==> config.mk <==
export PLATFORM = sky130hd
export DESIGN_NAME = uart_tx_fifo
export DESIGN_NICKNAME = d
export VERILOG_FILES = /design/src/rtl/fifo_mem.sv /design/src/rtl/uart_tx_fifo.sv
export SDC_FILE = /design/constraint.sdc
export NUM_CORES = 1
export LEC_CHECK = 0
export ABC_AREA = 1
export BUFFER_PORTS_ARGS = -buffer_cell sky130_fd_sc_hd__buf_2
export CAP_MARGIN = 10
export CORE_UTILIZATION = 47
export CTS_CLUSTER_SIZE = 14
export DETAILED_ROUTE_END_ITERATION = 8
export MAX_ROUTING_LAYER = met4
export SYNTH_ARGS = -nofsm -noshare
export SYNTH_HDL_FRONTEND = slang
export SYNTH_SLANG_ARGS = --single-unit
==> constraint.sdc <==
create_clock -name clk -period 2.8 [get_ports clk]
set_input_delay 0.84 -clock clk [delete_from_list [all_inputs] [get_ports clk]]
set_output_delay 0.84 -clock clk [all_outputs]
set_load 0.01 [all_outputs]
==> src/rtl/fifo_mem.sv <==
// Storage array for the UART transmit FIFO: one synchronous write port and one
// combinational read port so the head byte can fall through to the transmitter.
module fifo_mem #(
    parameter int WIDTH = 8,
    parameter int DEPTH = 16,
    parameter int AW    = $clog2(DEPTH)
) (
    input  logic             clk,
    input  logic             we,
    input  logic [AW-1:0]    waddr,
    input  logic [WIDTH-1:0] wdata,
    input  logic [AW-1:0]    raddr,
    output logic [WIDTH-1:0] rdata
);

    logic [WIDTH-1:0] entries [DEPTH];

    // One register per entry; contents are deliberately left unreset.
    generate
        for (genvar gi = 0; gi < DEPTH; gi++) begin : g_entry
            logic [WIDTH-1:0] entry_reg;

            always_ff @(posedge clk) begin
                if (we && (waddr == AW'(gi))) begin
                    entry_reg <= wdata;
                end
            end

            assign entries[gi] = entry_reg;
        end
    endgenerate

    assign rdata = entries[raddr];

endmodule

==> src/rtl/uart_tx_fifo.sv <==
// First-word-fall-through byte FIFO sitting between the CPU IO write path and
// the UART transmitter; exposes occupancy for the status register.
module uart_tx_fifo #(
    parameter int WIDTH = 8,
    parameter int DEPTH = 16
) (
    input  logic                       clk,
    input  logic                       rst_n,
    input  logic [WIDTH-1:0]           enq_data,
    input  logic                       enq_valid,
    output logic                       enq_ready,
    output logic [WIDTH-1:0]           deq_data,
    output logic                       deq_valid,
    input  logic                       deq_ready,
    input  logic                       flush,
    output logic [$clog2(DEPTH):0]     count
);

    localparam int AW = $clog2(DEPTH);
    localparam int PW = AW + 1;

    logic [PW-1:0] rd_ptr_reg;
    logic [PW-1:0] rd_ptr_next;
    logic [PW-1:0] wr_ptr_reg;
    logic [PW-1:0] wr_ptr_next;
    logic          empty;
    logic          full;
    logic          enq_fire;
    logic          deq_fire;

    // Extra wrap bit distinguishes full from empty when the addresses match.
    assign empty = (rd_ptr_reg == wr_ptr_reg);
    assign full  = (rd_ptr_reg[AW-1:0] == wr_ptr_reg[AW-1:0]) &&
                   (rd_ptr_reg[AW] != wr_ptr_reg[AW]);

    // Ready depends only on state, flush and reset, never on the transmitter.
    assign enq_ready = ~full & ~flush & rst_n;
    assign deq_valid = ~empty & ~flush;

    assign enq_fire = enq_valid & enq_ready;
    assign deq_fire = deq_valid & deq_ready;

    always_comb begin
        wr_ptr_next = wr_ptr_reg;
        rd_ptr_next = rd_ptr_reg;
        if (enq_fire) begin
            wr_ptr_next = wr_ptr_reg + PW'(1);
        end
        if (flush) begin
            rd_ptr_next = wr_ptr_reg;
        end else if (deq_fire) begin
            rd_ptr_next = rd_ptr_reg + PW'(1);
        end
    end

    always_ff @(posedge clk or negedge rst_n) begin
        if (!rst_n) begin
            rd_ptr_reg <= '0;
            wr_ptr_reg <= '0;
        end else begin
            rd_ptr_reg <= rd_ptr_next;
            wr_ptr_reg <= wr_ptr_next;
        end
    end

    assign count = wr_ptr_reg - rd_ptr_reg;

    fifo_mem #(
        .WIDTH (WIDTH),
        .DEPTH (DEPTH),
        .AW    (AW)
    ) u_mem (
        .clk   (clk),
        .we    (enq_fire),
        .waddr (wr_ptr_reg[AW-1:0]),
        .wdata (enq_data),
        .raddr (rd_ptr_reg[AW-1:0]),
        .rdata (deq_data)
    );

endmodule

==> results of run 1 <==
## cells in the mapped netlist
cell type  number  area, sq um
a21oi_1         4         20.0
buf_2          14         70.1
buf_4           8         60.1
buf_6           5         56.3
buf_8           1         15.0
clkinv_1        2         7.51
dfrtp_1        10          250
edfxtp_1      128         3840
fa_1            1         20.0
ha_1            9          113
inv_1         135          507
inv_2           1         3.75
inv_4           1         6.26
nand2_1       242          908
nand2_2         2         12.5
nand2_4         1         11.3
nand3_1        91          455
nand3_4         2         35.0
nand4_1         5         31.3
nor2_1         19         71.3
nor2_4          2         22.5
nor3_1          3         15.0
o21ai_0         6         30.0
o21ai_1         1         5.00
xnor2_1         2         17.5
xor2_1          3         26.3
## kinds of logic after synthesis
group | after synthesis | share of synthesized area
adder cells (fa/ha/maj) | 10 | 0.0201
buffers and inverters | 167 | 0.110
XOR/XNOR | 5 | 0.00662
AO/OA/AOI/OAI | 11 | 0.00832
AND/OR/NAND/NOR | 367 | 0.236
flip-flops | 138 | 0.619
## worst paths after layout
check / startpoint / cells after the start / slack, ns / endpoint
setup / recovery: rd_ptr_reg[0] / 5 / -0.004 / count[4]
max in group asynchronous: rst_n / 2 / 2.22 / rd_ptr_reg[0]
setup reg to reg: rd_ptr_reg[1] / 9 / 0.72 / u_mem.g_entry[7].entry_reg[7]
hold / removal: rst_n / 1 / 0.23 / wr_ptr_reg[1]
hold reg to reg: rd_ptr_reg[3] / 2 / 0.56 / rd_ptr_reg[3]
min in group clk: rd_ptr_reg[3] / 2 / 0.56 / rd_ptr_reg[3]
## final cells by class
| type | instances | share of cell area |
|---|---|---|
| inverter | 139 | 0.0687 |
| clock buffer | 17 | 0.0550 |
| sequential | 138 | 0.529 |
| tap | 176 | 0.0285 |
| multi-input combinational | 393 | 0.236 |
| timing repair buffer | 58 | 0.0526 |
| clock inverter | 15 | 0.0296 |
## through the flow
step | std cells | area (sq um) | total power, W | worst slack, ns
floorplan | 698 | 6610 | 0.00409 | 0.362
global placement | 901 | 6990 | 0.00475 | 0.238
detailed placement | 901 | 6990 | 0.00477 | 0.225
CTS | 934 | 7680 | 0.00729 | 0.0116
global route | 936 | 7740 | 0.00774 | -0.0816
finish | 936 | 7740 | 0.00734 | -0.00385
## critical path: stages (launching register included)
cell and delay, ns:
dfrtp_2 0.48, ha_2 0.23, fa_2 0.38, o21ai_2 0.14
xor2_1 0.16, buf_2 0.15
## layer usage
layer / share of wire / vias to the layer above / routed length (microns) / GRT usage
met4: 0.021 / 0 / 318 / 0.112
met5: 0 / - / 0 / -
li1: - / 2299 / - / -
met2: 0.48 / 127 / 7090 / 0.355
met3: 0.053 / 21 / 793 / 0.0533
met1: 0.45 / 2166 / 6660 / 0.282
## repair_timing
| action | CTS | global route |
|---|---|---|
| buffers inserted | 1 | 2 |
| hold endpoints to repair | 0 | 0 |
| pin swaps | 1 | 1 |
| resized for setup | 9 | 9 |
| endpoints found under the setup margin | 11 | 11 |
| hold buffers | 0 | 0 |
## where the power goes
part	switching [W]	internal [W]	total [W]
Clock	0.000815	0.00165	0.00247
Combinational	0.00158	0.000872	0.00245
Sequential	0.0000777	0.00234	0.00242
==> results.md, run 1 <==
* H-tree Lvls at 4
* Static Leak at 3.53 nW
* Post-Route WL at 14900 microns
* Crit-path max FO at 4
* Crit. End Element: primary output
* Power Density at roughly 950 nW/um^2
* N_diodes at 0
* Antenna violations before repair at 0
* Setup repair after global routing missed its margin: yes
* Max Root-Sink Buffers at 2
* Final clock skew at 0.00396 ns
* Most frequent cells in the layout: nand2_1, inv_1, edfxtp_1
* TritonCTS buffer count at 17
* Sequential area share after synthesis at 0.619
* Setup WS post-layout at -0.00385 ns
* Final core utilization at 0.573
* DRC viols at 0
* Register area at 4100 sq um
* First-pass DRT Iterations at 5
* Seq cells post-synth at 138
* Final hold viol count at 0
* WL per Instance at 15.9 microns
* Max-slew violations at 0
* Status: finished, violations left
* Crit path kind: flop to primary output
* Final min period at around 2.8 ns
* Worst hold margin at 0.231 ns
* Area Growth Syn to Fin at 17.0%
* Worst-Skew Late Latency at 0.43 ns
* Slew headroom at 0.734
* Failing checks: negative setup slack
* Root Buffer: clkbuf_16
* Clock tree sinks at 138
* Commonest non-fill, non-tap cell in the layout: nand2_1
* Total die area at ~15000 sq um
* TritonCTS clock tree: built
* PortBufs at 27
* Initial Util at 0.490
* Final GP Congestion at 0.862
* Via Count at 4613
* Max Cap Violations at 0
* Critical Path RT at 1.96 ns
* Post-Syn Instances at around 700
* Post-DP HPWL at 9350 microns
* Layout net count at 770
* Number of global-route vias before repair at roughly 4500
* I/O pin total at 28
* Detail Route Antenna Nets at 0
* Max FFs per register at 128
* Largest net degree at the start of global routing at 43
* Total gr overflow at 0
* Share of cells above drive strength 1 at 0.137
* Synthesized area at 6610 sq um
* FMAX at 357 MHz
* Post-DR vias/cell at 4.93
* Area of the core at 13500 sq um
* Cell variety after synth at 26
* Tcrit/Tclk final at 1.00
* Worst setup SP type: flop
* First-pass GRT wire length at 23300 microns
* Die height at 121 microns
* Clk pin slew, worst setup/hold paths at 0.06 ns
* Yosys warnings at 0
* Fillers at around 1200
* Hold crit path type: input port to asynchronous set/reset pin
* Multi-input logic area at between 1500 and 2000 sq um
* Post-route setup TNS at -0.00385 ns
* Final setup viols at 1
* Worst IR drop on VDD at ~1.1 mV
* Die X at 121 microns
* CP arrival at 1.96 ns
* Core Rows at 42
* Mean post-synth cell area at between 9 and 10 sq um
* Syn Nets at between 700 and 800
* Gr usage total at 0.228
* Number of DRC markers in iteration 0 at roughly 290
* Worst Max-Slew Pin Slew at approximately 0.40 ns
Power figures use the tool's default switching activity.
==> run 2: changes to the inputs <==
CORE_MARGIN = 8   (was not set)
RECOVER_POWER = 25   (was not set)
==> run 2 against run 1 <==
Compared with the run above:
- the flow now finishes without violations
- global-route usage fell by 5.3 points
- power down 2.3%
- sequential share of layout area shrank 0.11 points
- routed wire length is 0.67% higher
- combinational power rose by 4%
- sequential power about the same
- largest power group is now combinational cells
==> results.md, run 2 (synthesis gave the netlist of run 1 again) <==
* Area Growth Syn to Fin at 17.2%
* Post-Route WL at roughly 15000 microns
* Hold crit path type: input port to asynchronous set/reset pin
* Crit-path max FO at 5
* Layout net count at 776
* FMAX at 363 MHz
* Critical Path RT at 1.96 ns
* Total gr overflow at 0
* Fillers at around 1200
* I/O pin total at 28
* Number of global-route vias before repair at approximately 4400
* Final hold viol count at 0
* Setup WS post-layout at ~0.042 ns
* N_diodes at 0
* H-tree Lvls at 4
* Core Rows at 43
* Worst hold margin at 0.237 ns
* Pre-CTS WS at between 0.2 and 0.3 ns
* Number of DRC markers in iteration 0 at 383
* Detail Route Antenna Nets at 0
* Max Cap Violations at 0
* DRC viols at 0
* Most frequent cells in the layout: nand2_1, inv_1, edfxtp_1
* Worst-path cell chain: ha_4 > fa_2 > o21ai_2 > xor2_1 > buf_2
* Commonest non-fill, non-tap cell in the layout: nand2_1
* Worst IR drop on VDD at approximately 1 mV
* Static Leak at 3.52 nW
* Gr usage total at 0.175
* Final total power at 0.00717 W
* Via Count at 4627
* Die height at approximately 130 microns
* Die X at approximately 130 microns
* CP delay by family, top: adder cells
* Comb pwr share at 0.354
* First-pass GRT wire length at 23400 microns
* Share of cells above drive strength 1 at 0.140
* Clock Power Share at 0.307
* Max FFs per register at 128
* Net switching power at between 0.002 and 0.0025 W
* Sw frac at 0.347
* Seq pwr share at 0.338
* Worst path bufs/invs at 1
* Max-slew violations at 0
* CTS Hold Bufs at 0
* First-pass DRT Iterations at 5
* WL per Instance at between 15 and 20 microns
* Critical path's largest stage delay at approximately 0.5 ns
* Final clock skew at 0.00757 ns
* Post-DP HPWL at 9450 microns
* Largest net degree at the start of global routing at 39
* Total die area at 18100 sq um
* Int Pwr at 0.00468 W
* Crit. End Element: primary output
* Final min period at approximately 2.8 ns
* Tcrit/Tclk final at 0.985
* Post-route setup TNS at 0 ns
* Crit path kind: flop to primary output
* Worst Max-Slew Pin Slew at ~0.86 ns
* CP arrival at 1.92 ns
* TritonCTS buffer count at 17
* Final setup viols at 0
* Power Density at 925 nW/um^2
* Worst setup SP type: flop
* Worst-Skew Late Latency at 0.42 ns
* Clock tree sinks at roughly 140
* Post-DR vias/cell at 4.89
* PortBufs at 27
* Root Buffer: clkbuf_16
* Slew headroom at 0.427
* Final GP Congestion at about 0.84
* Status: complete, no violations
* Antenna violations before repair at 0
* CP max stage cell: dfrtp_2
* Max Root-Sink Buffers at 2
* Area of the core at 13800 sq um
* Initial Util at 0.478
* Setup repair after global routing missed its margin: yes
* Clk pin slew, worst setup/hold paths at 0.06 ns
* TritonCTS clock tree: built
==> run 2: final timing paths <==
check	start	to	slack [ns]	depth (start not counted)
worst max register to register	rd_ptr_reg[1]	u_mem.g_entry[7].entry_reg[7]	0.67	9
max in group asynchronous	rst_n	rd_ptr_reg[0]	1.80	2
worst min register to register	rd_ptr_reg[3]	rd_ptr_reg[3]	0.55	2
worst min-delay path	rst_n	wr_ptr_reg[4]	0.24	1
worst max-delay path	rd_ptr_reg[0]	count[4]	0.04	5
min in group clk	rd_ptr_reg[3]	rd_ptr_reg[3]	0.55	2
==> run 2: power groups by stage <==
stage | clock [W] | combinational [W] | sequential, W
after floorplan | 0 | 0.00167 | 0.00242
after global placement | 0 | 0.00233 | 0.00245
after detailed placement | 0 | 0.00234 | 0.00245
after CTS | 0.00223 | 0.00240 | 0.00241
after global routing | 0.00230 | 0.00283 | 0.00244
final | 0.00220 | 0.00254 | 0.00243
==> run 2: worst reg2reg max path: stages, from the launching register on <==
cell and delay [ns]:
dfrtp_2 0.45, inv_2 0.15, ha_1 0.26, nand2_2 0.10, nor2_4 0.05, nand3_4 0.11
buf_4 0.13, nand3_1 0.14, nor3_1 0.22, buf_4 0.24
==> run 2: metrics by stage <==
stage / cell area, sq um / std cells / util
finish: 7750 / 946 / 0.561
global route: 7750 / 946 / 0.561
CTS: 7640 / 940 / 0.553
detailed placement: 7020 / 907 / 0.508
global placement: 7020 / 907 / 0.508
floorplan: 6610 / 698 / -
==> run 2: area by class of cell <==
type / count / area, sq um / share of cell area
sequential: 138 / 4100 / 0.528
inverter: 139 / 533 / 0.0687
clock buffer: 20 / 467 / 0.0602
timing repair buffer: 64 / 472 / 0.0608
multi-input combinational: 393 / 1840 / 0.237
clock inverter: 12 / 123 / 0.0158
tap: 180 / 225 / 0.0290
==> run 2: metal layers <==
layer,track usage,wire length [microns]
met1,0.224,6900
met2,0.264,7040
met3,0.0319,656
met4,0.0886,367
met5,-,0
==> run 2: timing repair <==
action	4_1_cts	5_1_grt
cloned	0	1
pin swaps	1	2
buffers inserted	1	5
gates resized for setup	5	13
setup endpoints to repair	3	10
==> run 3: changes to the inputs <==
--- a/config.mk
+++ b/config.mk
@@ -8,2 +8,3 @@
 export ABC_AREA = 1
+export ABC_CLOCK_PERIOD_IN_PS = 2800
 export BUFFER_PORTS_ARGS = -buffer_cell sky130_fd_sc_hd__buf_2
--- a/constraint.sdc
+++ b/constraint.sdc
@@ -3,2 +3,2 @@
 set_output_delay 0.84 -clock clk [all_outputs]
-set_load 0.01 [all_outputs]
+set_load 0.05 [all_outputs]
==> run 3 against run 2 <==
Compared with the run above:
- the flow now finishes with violations (negative setup slack)
- sequential share of layout area is 2.6 points lower
- core utilization is 2.9 points higher
- hold slack worse by 0.023 ns
- cell count is 1.9% higher
- flip-flop and latch count stayed put
- via count is 2.2% higher
- critical endpoint unchanged
- largest power group unchanged
- highest routed layer unchanged
==> results.md, run 3 (synthesis gave the netlist of run 1 again) <==
* Status: finished, violations left
* Failing checks: negative setup slack
* Flop2flop setup slack at 0.56 ns
* DRC viols at 0
* Setup WS post-layout at -0.0122 ns
* Die X at roughly 130 microns
* Area Growth Syn to Fin at 23.3%
* TritonCTS clock tree: built
* First-pass GRT wire length at 24000 microns
* Final GP Congestion at around 0.85
* Largest net degree at the start of global routing at 36
* Max Root-Sink Buffers at 2
* Antenna violations before repair at 0
* Crit path launch: rd_ptr_reg[0]
* CP arrival at 1.97 ns
* N_diodes at 0
* Area of the core at between 10000 and 15000 sq um
* Power Density at 1040 nW/um^2
* Final core utilization at 0.590
* Clk pin slew, worst setup/hold paths at ~0.060 ns
* Via Count at 4729
* Core Rows at 43
* Register area at 4100 sq um
* Static Leak at 3.70 nW
* Worst setup SP type: flop
* Max Cap Violations at 0
* Number of DRC markers in iteration 0 at 408
* Post-DP Area at 7110 sq um
* Worst-path cell chain: ha_4 > fa_2 > o21ai_2 > xor2_2 > buf_6
* Final setup viols at 1
* Total gr overflow at 0
* Layout net count at 794
* PortBufs at 27
* Crit path kind: flop to primary output
* Most frequent cells in the layout: nand2_1, inv_1, edfxtp_1
* Commonest non-fill, non-tap cell in the layout: nand2_1
* Fillers at ~1100
* Multi-input logic area at 1890 sq um
* Hold crit path type: input port to asynchronous set/reset pin
* WL per Instance at 16.2 microns
* H-tree Lvls at 4
* Share of cells above drive strength 1 at 0.170
* Gr usage total at 0.179
* Critical path's largest stage delay at about 0.44 ns
* Post-Route WL at 15600 microns
* Post-DR vias/cell at around 4.9
* Worst Max-Slew Pin Slew at 0.689 ns
* Reg-to-Reg End: u_mem.g_entry[0].entry_reg[0]
* Max FFs per register at 128
* Detail Route Antenna Nets at 0
* Post-DP HPWL at around 9900 microns
* Initial Util at 0.478
* Number of global-route vias before repair at 4544
* Root Buffer: clkbuf_16
* Slew headroom at 0.541
* Final instance area at 8150 sq um
* FMAX at 356 MHz
* Reg2reg path depth at 9
* I/O pin total at 28
* Worst IR drop on VDD at 1.66 mV
* Clock tree sinks at 138
* Critical Path RT at about 2 ns
* CP max stage cell: dfrtp_2
* Tcrit/Tclk final at 1.00
* Pre-CTS WS at 0.157 ns
* Final hold viol count at 0
* Crit-path max FO at 3
* Crit. End Element: primary output
* First-pass DRT Iterations at 6
* Total die area at 18100 sq um
* Max-slew violations at 0
* Final clock skew at roughly 0.0068 ns
* Worst hold margin at around 0.21 ns
* FF-to-FF Start: rd_ptr_reg[1]
* Final min period at 2.81 ns
* TritonCTS buffer count at 17
* Setup repair after global routing missed its margin: yes
* Worst-Skew Late Latency at 0.42 ns
* Crit path to: count[4]
* Die height at 135 microns
## run 3: changes by cell type in the layout (fill, tap and decap cells not counted), sizes merged
| cell | delta |
|---|---|
| buf | +12 |
| clkbuf | +7 |
| clkinvlp | -2 |
| bufinv | +1 |
| clkinv | -1 |
| inv | +1 |
## run 3: power by group
| part | switching [W] | internal (W) | total, W | leakage [nW] |
|---|---|---|---|---|
| clock network | 0.000805 | 0.00146 | 0.00226 | 0.298 |
| registers | 0.0000677 | 0.00234 | 0.00241 | 1.28 |
| logic | 0.00240 | 0.00144 | 0.00384 | 2.12 |
## run 3: area by class of cell
| type | instances | area share |
|---|---|---|
| clock buffer | 23 | 0.0586 |
| clock inverter | 9 | 0.0146 |
| inverter | 139 | 0.0677 |
| multi-input combinational | 393 | 0.231 |
| sequential | 138 | 0.503 |
| tap | 180 | 0.0276 |
| timing repair buffer | 80 | 0.0948 |
| timing repair inverter | 2 | 0.00276 |
## run 3: stage by stage
stage / setup TNS [ns] / total power (W) / instances
floorplan: 0 / 0.00479 / 698
global placement: 0 / 0.00548 / 914
detailed placement: 0 / 0.00552 / 914
CTS: 0 / 0.00814 / 949
global route: -0.374 / 0.00895 / 964
finish: -0.0122 / 0.00852 / 964
## run 3: routing by layer
metal  share of wire  vias up  track usage
met1            0.45     2250        0.217
met4           0.017        0       0.0736
met2            0.48      112        0.284
li1                -     2346            -
met3           0.046       21       0.0416
met5               0        -            -
## run 3: worst max-delay path: cells and delay by family (launching register included)
| family | cells | cell delay, ns |
|---|---|---|
| fa+ha+maj | 2 | 0.54 |
| flops | 1 | 0.44 |
| compound gates | 1 | 0.20 |
| xor+xnor | 1 | 0.18 |
| buf+inv | 1 | 0.18 |
## run 3: repair_timing
| item | CTS | global route |
|---|---|---|
| resized for setup | 37 | 21 |
| endpoints found under the setup margin | 12 | 12 |
| gates cloned | 0 | 7 |
| buffers inserted | 3 | 8 |
| hold buffers | 0 | 0 |
| pin swaps | 1 | 9 |
## run 3: worst min-delay path by stage
stage	to	start	slack, ns
4_1_cts	wr_ptr_reg[4]	rst_n	0.19
5_1_grt	wr_ptr_reg[4]	rst_n	0.21
3_5_place_dp	rd_ptr_reg[3]	rd_ptr_reg[3]	0.55
6_report	wr_ptr_reg[4]	rst_n	0.21
3_3_place_gp	rd_ptr_reg[3]	rd_ptr_reg[3]	0.52
2_1_floorplan	rd_ptr_reg[3]	rd_ptr_reg[3]	0.50
